`config.mk`:
```
export PLATFORM = sky130hd
export DESIGN_NAME = stream_averager_flat
export DESIGN_NICKNAME = d
export VERILOG_FILES = /design/src/rtl/stream_averager_if.sv /design/src/rtl/stream_averager.sv /design/src/flat_wrapper.sv
export SDC_FILE = /design/constraint.sdc
export NUM_CORES = 1
export LEC_CHECK = 0
export CAP_MARGIN = 20
export CORE_MARGIN = 1.5
export CORE_UTILIZATION = 37
export CTS_CLUSTER_SIZE = 16
export DETAILED_ROUTE_END_ITERATION = 16
export PLACE_DENSITY_LB_ADDON = 0.15
export SYNTH_ARGS = -nofsm -noshare
export SYNTH_HDL_FRONTEND = slang
export SYNTH_SLANG_ARGS = --single-unit
```
`constraint.sdc`:
```
create_clock -name clk_in -period 5.4 [get_ports clk_in]
set_clock_uncertainty 0.1 [all_clocks]
set_input_delay 0.54 -clock clk_in [delete_from_list [all_inputs] [get_ports clk_in]]
set_output_delay 0.54 -clock clk_in [all_outputs]
set_load 0.05 [all_outputs]
```
`src/rtl/stream_averager_if.sv`:
```
// Sample/result stream bundle for stream_averager: input side, output side and flush.
// The averager takes the slave view; whoever feeds and drains it takes the master view.
interface stream_averager_if #(
    parameter int DATA_W = 8
);
    logic              clear;
    logic [DATA_W-1:0] data_in;
    logic              data_valid;
    logic              data_ready;
    logic [DATA_W-1:0] data_out;
    logic              data_valid_out;
    logic              out_ready;
    logic              primed;

    modport slave (
        input  clear, data_in, data_valid, out_ready,
        output data_ready, data_out, data_valid_out, primed
    );

    modport master (
        output clear, data_in, data_valid, out_ready,
        input  data_ready, data_out, data_valid_out, primed
    );
endinterface

```
`src/rtl/stream_averager.sv`:
```
// Streaming averager over 2^LOG2_WIN samples, block (MODE=0) or sliding (MODE=1), valid/ready both sides.
// Define AVG_ROUND_EN for round-half-up results; without it results are truncated.
module stream_averager #(
    parameter int DATA_W   = 8,
    parameter int LOG2_WIN = 2,
    parameter int MODE     = 0
) (
    input  logic             clk_in,
    input  logic             reset,
    stream_averager_if.slave bus
);
    localparam int N     = 1 << LOG2_WIN;
    localparam int ACC_W = DATA_W + LOG2_WIN;
`ifdef AVG_ROUND_EN
    localparam logic [ACC_W-1:0] BIAS = ACC_W'(N / 2);
`else
    localparam logic [ACC_W-1:0] BIAS = '0;
`endif

    logic              accept;
    logic              transfer;
    logic              loadResult;
    logic [ACC_W-1:0]  accNext;
    logic              primedFlag;
    logic [DATA_W-1:0] dataOut_q, dataOut_d;
    logic              validOut_q, validOut_d;

    assign bus.data_ready     = !bus.clear && (!validOut_q || bus.out_ready);
    assign accept             = bus.data_valid && bus.data_ready;
    assign transfer           = validOut_q && bus.out_ready;
    assign bus.data_out       = dataOut_q;
    assign bus.data_valid_out = validOut_q;
    assign bus.primed         = primedFlag;

    if (MODE == 0) begin : gBlock
        logic [ACC_W-1:0]    acc_q, acc_d;
        logic [LOG2_WIN-1:0] cnt_q, cnt_d;
        logic                lastSample;

        always_comb begin
            accNext    = acc_q + ACC_W'(bus.data_in);
            lastSample = &cnt_q;
            loadResult = accept && lastSample;
            acc_d      = acc_q;
            cnt_d      = cnt_q;
            if (bus.clear) begin
                acc_d = '0;
                cnt_d = '0;
            end else if (accept) begin
                if (lastSample) begin
                    acc_d = '0;
                    cnt_d = '0;
                end else begin
                    acc_d = accNext;
                    cnt_d = cnt_q + LOG2_WIN'(1);
                end
            end
        end

        always_ff @(posedge clk_in or posedge reset) begin
            if (reset) begin
                acc_q <= '0;
                cnt_q <= '0;
            end else begin
                acc_q <= acc_d;
                cnt_q <= cnt_d;
            end
        end

        assign primedFlag = 1'b0;
    end else begin : gSliding
        logic [ACC_W-1:0]    acc_q, acc_d;
        logic [LOG2_WIN-1:0] ptr_q, ptr_d;
        logic                primed_q, primed_d;
        logic [DATA_W-1:0]   hist_q [N];
        logic [DATA_W-1:0]   oldest;

        // Oldest is subtracted first so the running sum never exceeds ACC_W bits.
        always_comb begin
            oldest     = hist_q[ptr_q];
            accNext    = (acc_q - ACC_W'(oldest)) + ACC_W'(bus.data_in);
            loadResult = accept && (primed_q || (&ptr_q));
            acc_d      = acc_q;
            ptr_d      = ptr_q;
            primed_d   = primed_q;
            if (bus.clear) begin
                acc_d    = '0;
                ptr_d    = '0;
                primed_d = 1'b0;
            end else if (accept) begin
                acc_d    = accNext;
                ptr_d    = ptr_q + LOG2_WIN'(1);
                primed_d = primed_q || (&ptr_q);
            end
        end

        always_ff @(posedge clk_in or posedge reset) begin
            if (reset) begin
                acc_q    <= '0;
                ptr_q    <= '0;
                primed_q <= 1'b0;
                for (int i = 0; i < N; i++) hist_q[i] <= '0;
            end else begin
                acc_q    <= acc_d;
                ptr_q    <= ptr_d;
                primed_q <= primed_d;
                if (bus.clear) begin
                    for (int i = 0; i < N; i++) hist_q[i] <= '0;
                end else if (accept) begin
                    hist_q[ptr_q] <= bus.data_in;
                end
            end
        end

        assign primedFlag = primed_q;
    end

    // A new result may only arrive on an accept, which already implies the register is free.
    always_comb begin
        dataOut_d  = dataOut_q;
        validOut_d = validOut_q;
        if (bus.clear) begin
            validOut_d = 1'b0;
        end else if (loadResult) begin
            dataOut_d  = DATA_W'((accNext + BIAS) >> LOG2_WIN);
            validOut_d = 1'b1;
        end else if (transfer) begin
            validOut_d = 1'b0;
        end
    end

    always_ff @(posedge clk_in or posedge reset) begin
        if (reset) begin
            dataOut_q  <= '0;
            validOut_q <= 1'b0;
        end else begin
            dataOut_q  <= dataOut_d;
            validOut_q <= validOut_d;
        end
    end
endmodule

```
`src/flat_wrapper.sv`:
```
// flat-port wrapper written by rule: the top's interface ports become plain ports
module stream_averager_flat 
#(
    parameter int DATA_W   = 8,
    parameter int LOG2_WIN = 2,
    parameter int MODE     = 0
)
  (clk_in, reset, bus_clear, bus_data_in, bus_data_valid, bus_out_ready, bus_data_ready, bus_data_out, bus_data_valid_out, bus_primed);
  stream_averager_if #(.DATA_W(DATA_W)) bus_i ();
  input  logic clk_in;
  input  logic reset;
  input wire logic [$bits(bus_i.clear)-1:0] bus_clear;
  input wire logic [$bits(bus_i.data_in)-1:0] bus_data_in;
  input wire logic [$bits(bus_i.data_valid)-1:0] bus_data_valid;
  input wire logic [$bits(bus_i.out_ready)-1:0] bus_out_ready;
  output wire logic [$bits(bus_i.data_ready)-1:0] bus_data_ready;
  output wire logic [$bits(bus_i.data_out)-1:0] bus_data_out;
  output wire logic [$bits(bus_i.data_valid_out)-1:0] bus_data_valid_out;
  output wire logic [$bits(bus_i.primed)-1:0] bus_primed;
  assign bus_i.clear = bus_clear;
  assign bus_i.data_in = bus_data_in;
  assign bus_i.data_valid = bus_data_valid;
  assign bus_i.out_ready = bus_out_ready;
  assign bus_data_ready = bus_i.data_ready;
  assign bus_data_out = bus_i.data_out;
  assign bus_data_valid_out = bus_i.data_valid_out;
  assign bus_primed = bus_i.primed;
  stream_averager #(.DATA_W(DATA_W), .LOG2_WIN(LOG2_WIN), .MODE(MODE)) u_core (.clk_in(clk_in), .reset(reset), .bus(bus_i));
endmodule
```
==> results by group, run 1 <==
Critical path
  – Worst setup EP type: output pin
  – Worst setup path endpoint: bus_data_ready
  – Setup crit start kind: input port
  – Max FO, Critical Path: 11
  – Cells along the critical path: clkdlybuf4s50_1 -> nor2_1 -> clkdlybuf4s50_1
  – Depth of the most critical reg-to-reg path: 7
  – Critical path's most frequent cell: clkdlybuf4s50_1
  – Worst EP required: 4.76 ns
  – Delay of the slowest critical-path stage: 0.81 ns
  – Crit Path Class: input port to output pin
  – Slowest cell on the critical path: clkdlybuf4s50_1
  – Minimum setup slack among reg-to-reg paths: 3.28 ns
  – Critical path arrival: 2.09 ns
  – Capture instance of the worst register-to-register path: u_core.gBlock.acc_q[8]
  – Beginning of the critical path: bus_clear
  – Launch instance of the worst register-to-register path: u_core.gBlock.acc_q[0]

Drt
  – DRT antenna net count: 0
  – Routed WL: 2770 µm
  – Routed wirelength normalized by instance count: 14.1 µm
  – Total DRC errors in the routed layout: 0
  – Detail-routed via count per cell: 5.40
  – Vias: 1058
  – First-pass detailed-route iteration total: 4
  – Initial DRC Count: 19

Place
  – Post-placement setup slack: 2.65 ns
  – Total placed instance area: 0.00154 mm²
  – Routability cong.: 0.825
  – Post-placement cell count: 192
  – Detailed placer's ending HPWL: 2060 µm
  – Port Buffers: 22

Floorplan
  – Die outline area: 0.00382 mm²
  – Initial core utilization: 0.383
  – Die Wd: 61.8 µm
  – Placeable Area: 0.00334 mm²
  – Standard-cell row count: 21
  – Die outline height: 61.8 µm
  – I/O pin count: 24

Power and ir drop
  – Design Power: 455 µW
  – VDD IR-drop max: 0.000102 V
  – P_int: 281 µW
  – Sequential group share of total power: 0.432
  – Switching pwr: 174 µW
  – Fraction of power consumed by the clock network: 0.172
  – Share of power burned in combinational logic: 0.396
  – Leakage power total: 0.684 nW
  – Pwr Density: 291 mW/mm²
  – Switching fraction of total power: 0.382

Global route
  – Maximum number of pins on one net before global-route repair: 22
  – Global router's overall resource usage: 0.173
  – Number of global-route vias before repair: 1051
  – Total congestion overflow after global routing: 0
  – Number of antenna violations at the first check in global routing: 0
  – First-pass GRT wire length: 4790 µm

CTS
  – Number of buffers added for setup after CTS: 0
  – H-tree lvl count: 1
  – Deepest clock path buffer count: 2
  – Clk Tree Root Cell: clkbuf_4
  – Number of sinks on the clock net: 21
  – Number of gates resized after cts: 0
  – CTS tree: yes
  – CTS Buf Count: 3
  – Hold-fix buffer count after cts: 0
  – Insertion delay to the later sink of the worst-skew pair: 0.31 ns
  – Reg clk slew, reported paths: 0.13 ns

Logic synthesis
  – Flop and latch count out of synthesis: 21
  – Unique cell type count in the Yosys netlist: 42
  – Area leader, netlist: dfrtp_1
  – Average cell area after synthesis: 9.99 µm²
  – Sequential share of the synthesized area: 0.411
  – Cell area after technology mapping: 0.00128 mm²
  – Leading register cell type out of synthesis: dfrtp_1
  – Yosys warning total: 0
  – Fraction of synthesis flops using an asynchronous set or reset pin: 1.00
  – Post-Syn Instances: 128
  – Top-area cell type share of the netlist area: 0.411
  – Number of enable-type register cells in the synthesized netlist: 0
  – Most frequent cells after synthesis: dfrtp_1, nand2_1, ha_1
  – Number of nets in the synthesized netlist: 151
  – Cell with the most instances after synthesis: dfrtp_1
  – Dominant cells by area after synthesis: dfrtp_1, ha_1, nand2_1, o211ai_1, a21oi_1

Timing
  – F_max: 366 MHz
  – Worst Max-Slew Pin Slew: 0.810 ns
  – Clock period minus worst slack: 2.73 ns
  – Period utilisation layout: 0.506
  – Final hold viol count: 0
  – Worst path setup slack after routing: 2.67 ns
  – RSZ-0062 raised after global routing: false
  – Number of pins with negative max-slew slack in the final report: 0
  – Slew margin rel.: 0.459
  – Setup TNS after final layout: 0 ns
  – Setup Viol. Count Final: 0
  – Worst hold slack after final layout: 0.390 ns

Finish
  – Fraction of layout cells with a size suffix above 1: 0.0667
  – Post-Layout Inst Area: 0.00156 mm²
  – Layout overhead on the synthesized area: 22.2%
  – Final core utilization: 0.468
  – # nets final: 174
  – Cell Count, Final, Fillers Out: 196
  – Antenna diode count: 0

Job
  – Number of max-capacitance violations reported: 0

Min path
  – Tightest Hold Check Type: flop to flop

Outcome
  – Run status: completed
[logic make-up (layout without fill, tap and decap cells)]
logic type	after synthesis	after routing	synth area share
AO/OA/AOI/OAI	44	44	0.241
XOR/XNOR	3	3	0.0206
adder cells (fa/ha/maj)	10	10	0.104
buffers and inverters	12	34	0.0401
flip-flops	21	21	0.411
multiplexers	3	3	0.0254
other	1	1	0.00293
AND/OR/NAND/NOR	34	34	0.156
[how the worst min path moves through the flow]
| stage | cells past startpoint | slack, ns | to | from |
|---|---|---|---|---|
| floorplan | 2 | 0.35 | u_core.gBlock.acc_q[4] | u_core.gBlock.acc_q[4] |
| global placement | 2 | 0.36 | u_core.bus.data_out[4] | u_core.bus.data_out[4] |
| detailed placement | 2 | 0.37 | u_core.bus.data_out[7] | u_core.bus.data_out[7] |
| CTS | 2 | 0.40 | u_core.bus.data_out[7] | u_core.bus.data_out[7] |
| global route | 2 | 0.43 | u_core.bus.data_out[0] | u_core.bus.data_out[0] |
| finish | 2 | 0.39 | u_core.bus.data_out[7] | u_core.bus.data_out[7] |
[cells in the final DEF, fill, tap and decap left out, types with 3 or more instances in the layout]
| cell | instances |
|---|---|
| ha_1 | 9 |
| a22o_1 | 4 |
| nand2_1 | 12 |
| o211ai_1 | 5 |
| a21o_1 | 4 |
| o21ai_0 | 6 |
| a211oi_1 | 3 |
| dfrtp_1 | 21 |
| o31ai_1 | 4 |
| nor2_1 | 3 |
| clkbuf_4 | 3 |
| clkdlybuf4s50_1 | 22 |
| nand3_1 | 3 |
| inv_1 | 8 |
| a21oi_1 | 7 |
[flip-flops by register name (all words and copies together) (netlist names)]
register / flops
u_core.gBlock.acc_q: 10
u_core.bus.data_out: 8
u_core.gBlock.cnt_q: 2
u_core.bus.data_valid_out: 1
[power by group through the flow]
stage               logic [mW]  registers, mW  clock network (mW)
CTS                      0.181          0.196              0.0831
detailed placement       0.180          0.200                   0
global route             0.199          0.200              0.0896
global placement         0.177          0.199                   0
floorplan               0.0928          0.234                   0
finish                   0.180          0.196              0.0784
[area by class of cell]
cell class | count | area [µm²]
Fill cell | 343 | 1770
Multi-Input combinational cell | 95 | 702
Sequential cell | 21 | 526
Timing Repair Buffer | 22 | 220
Tap cell | 46 | 57.6
Inverter | 8 | 30.0
Clock buffer | 3 | 22.5
Clock inverter | 1 | 5.00
[layer usage]
layer	GRT usage	vias up	part of all wire
met3	0.0269	7	0.034
met2	0.266	22	0.46
met4	0.0973	0	0.026
li1	-	528	-
met1	0.230	501	0.48
met5	0	-	0
[critical path, delay by kind of cell]
family	cells	cell delay (ns)
buffers and inverters	2	1.39
and+or+nand+nor	1	0.17
(Power assumes the default switching activity.)
==> inputs of run 2 (changes only) <==
==> constraint.sdc (replaced) <==
create_clock -name clk_in -period 2.77 [get_ports clk_in]
set_clock_uncertainty 0.1 [all_clocks]
set_input_delay 0.277 -clock clk_in [delete_from_list [all_inputs] [get_ports clk_in]]
set_output_delay 0.277 -clock clk_in [all_outputs]
set_load 0.05 [all_outputs]
==> run 2 against run 1 <==
- sequential power increased by 96%
- count of clock-buffer cells in the layout is the same
- final cell count grew 1.5%
- die area unchanged
- cell area grew 1.4%
- combinational power up 96%
- highest routed layer unchanged
- sequential cell count stayed put
- largest cell class unchanged
- clock power up 93%
- routed wire length grew 2.5%
==> results by group, run 2 (synthesized netlist as in run 1, its figures left out) <==
Place
  – Port Buffers: 22 (unchanged)
  – Post-placement setup slack: 0.292 ns (-2.36 ns)
  – Detailed placer's ending HPWL: 2160 µm (+4.8%)
  – Post-placement cell count: 195 (+1.6%)
  – Routability cong.: 0.777 (-5.9%)

Floorplan
  – Die outline area: 0.00382 mm² (unchanged)
  – I/O pin count: 24 (unchanged)
  – Placeable Area: 0.00334 mm² (unchanged)
  – Standard-cell row count: 21 (unchanged)
  – Die Wd: 61.8 µm (unchanged)
  – Die outline height: 61.8 µm (unchanged)
  – Initial core utilization: 0.383 (unchanged)

Timing
  – Setup Viol. Count Final: 0 (unchanged)
  – Clock period minus worst slack: 2.19 ns
  – Worst Max-Slew Pin Slew: 0.819 ns (+0.00954 ns)
  – Period utilisation layout: 0.792
  – Worst hold slack after final layout: 0.317 ns (-0.0728 ns)
  – Number of pins with negative max-slew slack in the final report: 0 (unchanged)
  – F_max: 456 MHz
  – Final hold viol count: 0 (unchanged)
  – RSZ-0062 raised after global routing: false
  – Worst path setup slack after routing: 0.576 ns (-2.09 ns)
  – Slew margin rel.: 0.453 (-0.00555)
  – Setup TNS after final layout: 0 ns (unchanged)

Drt
  – Total DRC errors in the routed layout: 0 (unchanged)
  – Routed wirelength normalized by instance count: 14.3 µm (+0.95%)
  – Vias: 1064 (+0.57%)
  – First-pass detailed-route iteration total: 4 (unchanged)
  – Routed WL: 2840 µm (+2.5%)
  – Detail-routed via count per cell: 5.35 (-0.95%)
  – DRT antenna net count: 0 (unchanged)
  – Initial DRC Count: 28 (+9)

CTS
  – CTS Buf Count: 3 (unchanged)
  – Number of gates resized after cts: 0 (unchanged)
  – Reg clk slew, reported paths: 0.12 ns (about the same)
  – H-tree lvl count: 1 (unchanged)
  – Hold-fix buffer count after cts: 0 (unchanged)
  – CTS tree: yes
  – Deepest clock path buffer count: 2 (unchanged)
  – Number of buffers added for setup after CTS: 0 (unchanged)
  – Number of sinks on the clock net: 21 (unchanged)
  – Insertion delay to the later sink of the worst-skew pair: 0.30 ns (about the same)
  – Clk Tree Root Cell: clkbuf_4

Critical path
  – Slowest cell on the critical path: clkdlybuf4s50_1
  – Delay of the slowest critical-path stage: 0.80 ns (about the same)
  – Worst EP required: 2.39 ns (-2.37 ns)
  – Cells along the critical path: clkdlybuf4s50_1 -> nor2_1 -> clkdlybuf4s50_1
  – Setup crit start kind: input port
  – Critical path arrival: 1.82 ns (-0.27 ns)
  – Cell family contributing the most delay on the critical path: buffers and inverters
  – Max FO, Critical Path: 11 (unchanged)
  – Critical path's most frequent cell: clkdlybuf4s50_1
  – Crit Path Class: input port to output pin
  – WP buf/inv: 2 (unchanged)
  – Worst setup EP type: output pin

Global route
  – Global router's overall resource usage: 0.171 (-0.00159)
  – First-pass GRT wire length: 4670 µm (-2.4%)
  – Number of antenna violations at the first check in global routing: 0 (unchanged)
  – Maximum number of pins on one net before global-route repair: 22 (unchanged)
  – Number of global-route vias before repair: 1041 (-0.95%)
  – Total congestion overflow after global routing: 0 (unchanged)

Finish
  – Most flop-heavy register: u_core.gBlock.acc_q
  – Fraction of layout cells with a size suffix above 1: 0.0850 (+0.0183)
  – Antenna diode count: 0 (unchanged)
  – Cell Count, Final, Fillers Out: 199 (+1.5%)
  – Layout overhead on the synthesized area: 24.0%
  – Commonest non-fill, non-tap cells in the layout: clkdlybuf4s50_1, dfrtp_1, nand2_1
  – # nets final: 177 (+1.7%)
  – Most frequent standard cell in the layout excluding fill and tap cells: clkdlybuf4s50_1
  – Number of flip-flops in the largest register: 10 (unchanged)

Outcome
  – Run status: completed

Power and ir drop
  – Pwr Density: 560 mW/mm² (+92%)
  – Design Power: 888 µW (+95%)
  – Leakage power total: 0.698 nW (+2.1%)
  – VDD IR-drop max: 0.000260 V (+150%)

Job
  – Number of max-capacitance violations reported: 0 (unchanged)

Min path
  – Tightest Hold Check Type: input port to async pin
==> run 2: cell types whose count changed in the layout (fill, tap and decap cells not counted), sizes merged <==
| cell | before | now |
|---|---|---|
| buf | 0 | 3 |
==> run 2: worst paths after layout <==
check                                         end              startpoint  slack, ns  cells after the start
max                                bus_data_ready               bus_clear       0.58                      3
min                        u_core.bus.data_out[1]                   reset       0.32                      2
max reg2reg                u_core.gBlock.acc_q[8]  u_core.gBlock.acc_q[0]       0.68                      7
min reg2reg                u_core.bus.data_out[7]  u_core.bus.data_out[7]       0.39                      2
max in group asynchronous  u_core.gBlock.acc_q[8]                   reset       1.75                      2
min in group clk_in        u_core.bus.data_out[7]  u_core.bus.data_out[7]       0.39                      2
==> run 2: power breakdown <==
group | leakage, nW | internal [mW] | switching [mW]
Clock | 0.0177 | 0.0538 | 0.0976
Sequential | 0.283 | 0.354 | 0.0298
Combinational | 0.397 | 0.142 | 0.211
==> run 2: routing by layer <==
metal  up-vias  global-route usage  routed length [µm]
li1        536                   -                   -
met1       505               0.218                1370
met2        17               0.277                1340
met3         6              0.0311                  67
met4         0              0.0881                  64
met5         -                   0                   0
==> run 2: final cells by class <==
class                      instances  area, µm²
tap                               46       57.6
fill                             336       1750
timing repair buffer              25        243
clock inverter                     1       5.00
sequential                        21        526
clock buffer                       3       22.5
inverter                           8       30.0
multi-input combinational         95        702
==> run 2: stage by stage <==
step | util | cell area (µm²)
after floorplan | - | 1280
after global routing | 0.475 | 1590
after detailed placement | 0.467 | 1560
after CTS | 0.475 | 1590
final | 0.475 | 1590
after global placement | 0.467 | 1560
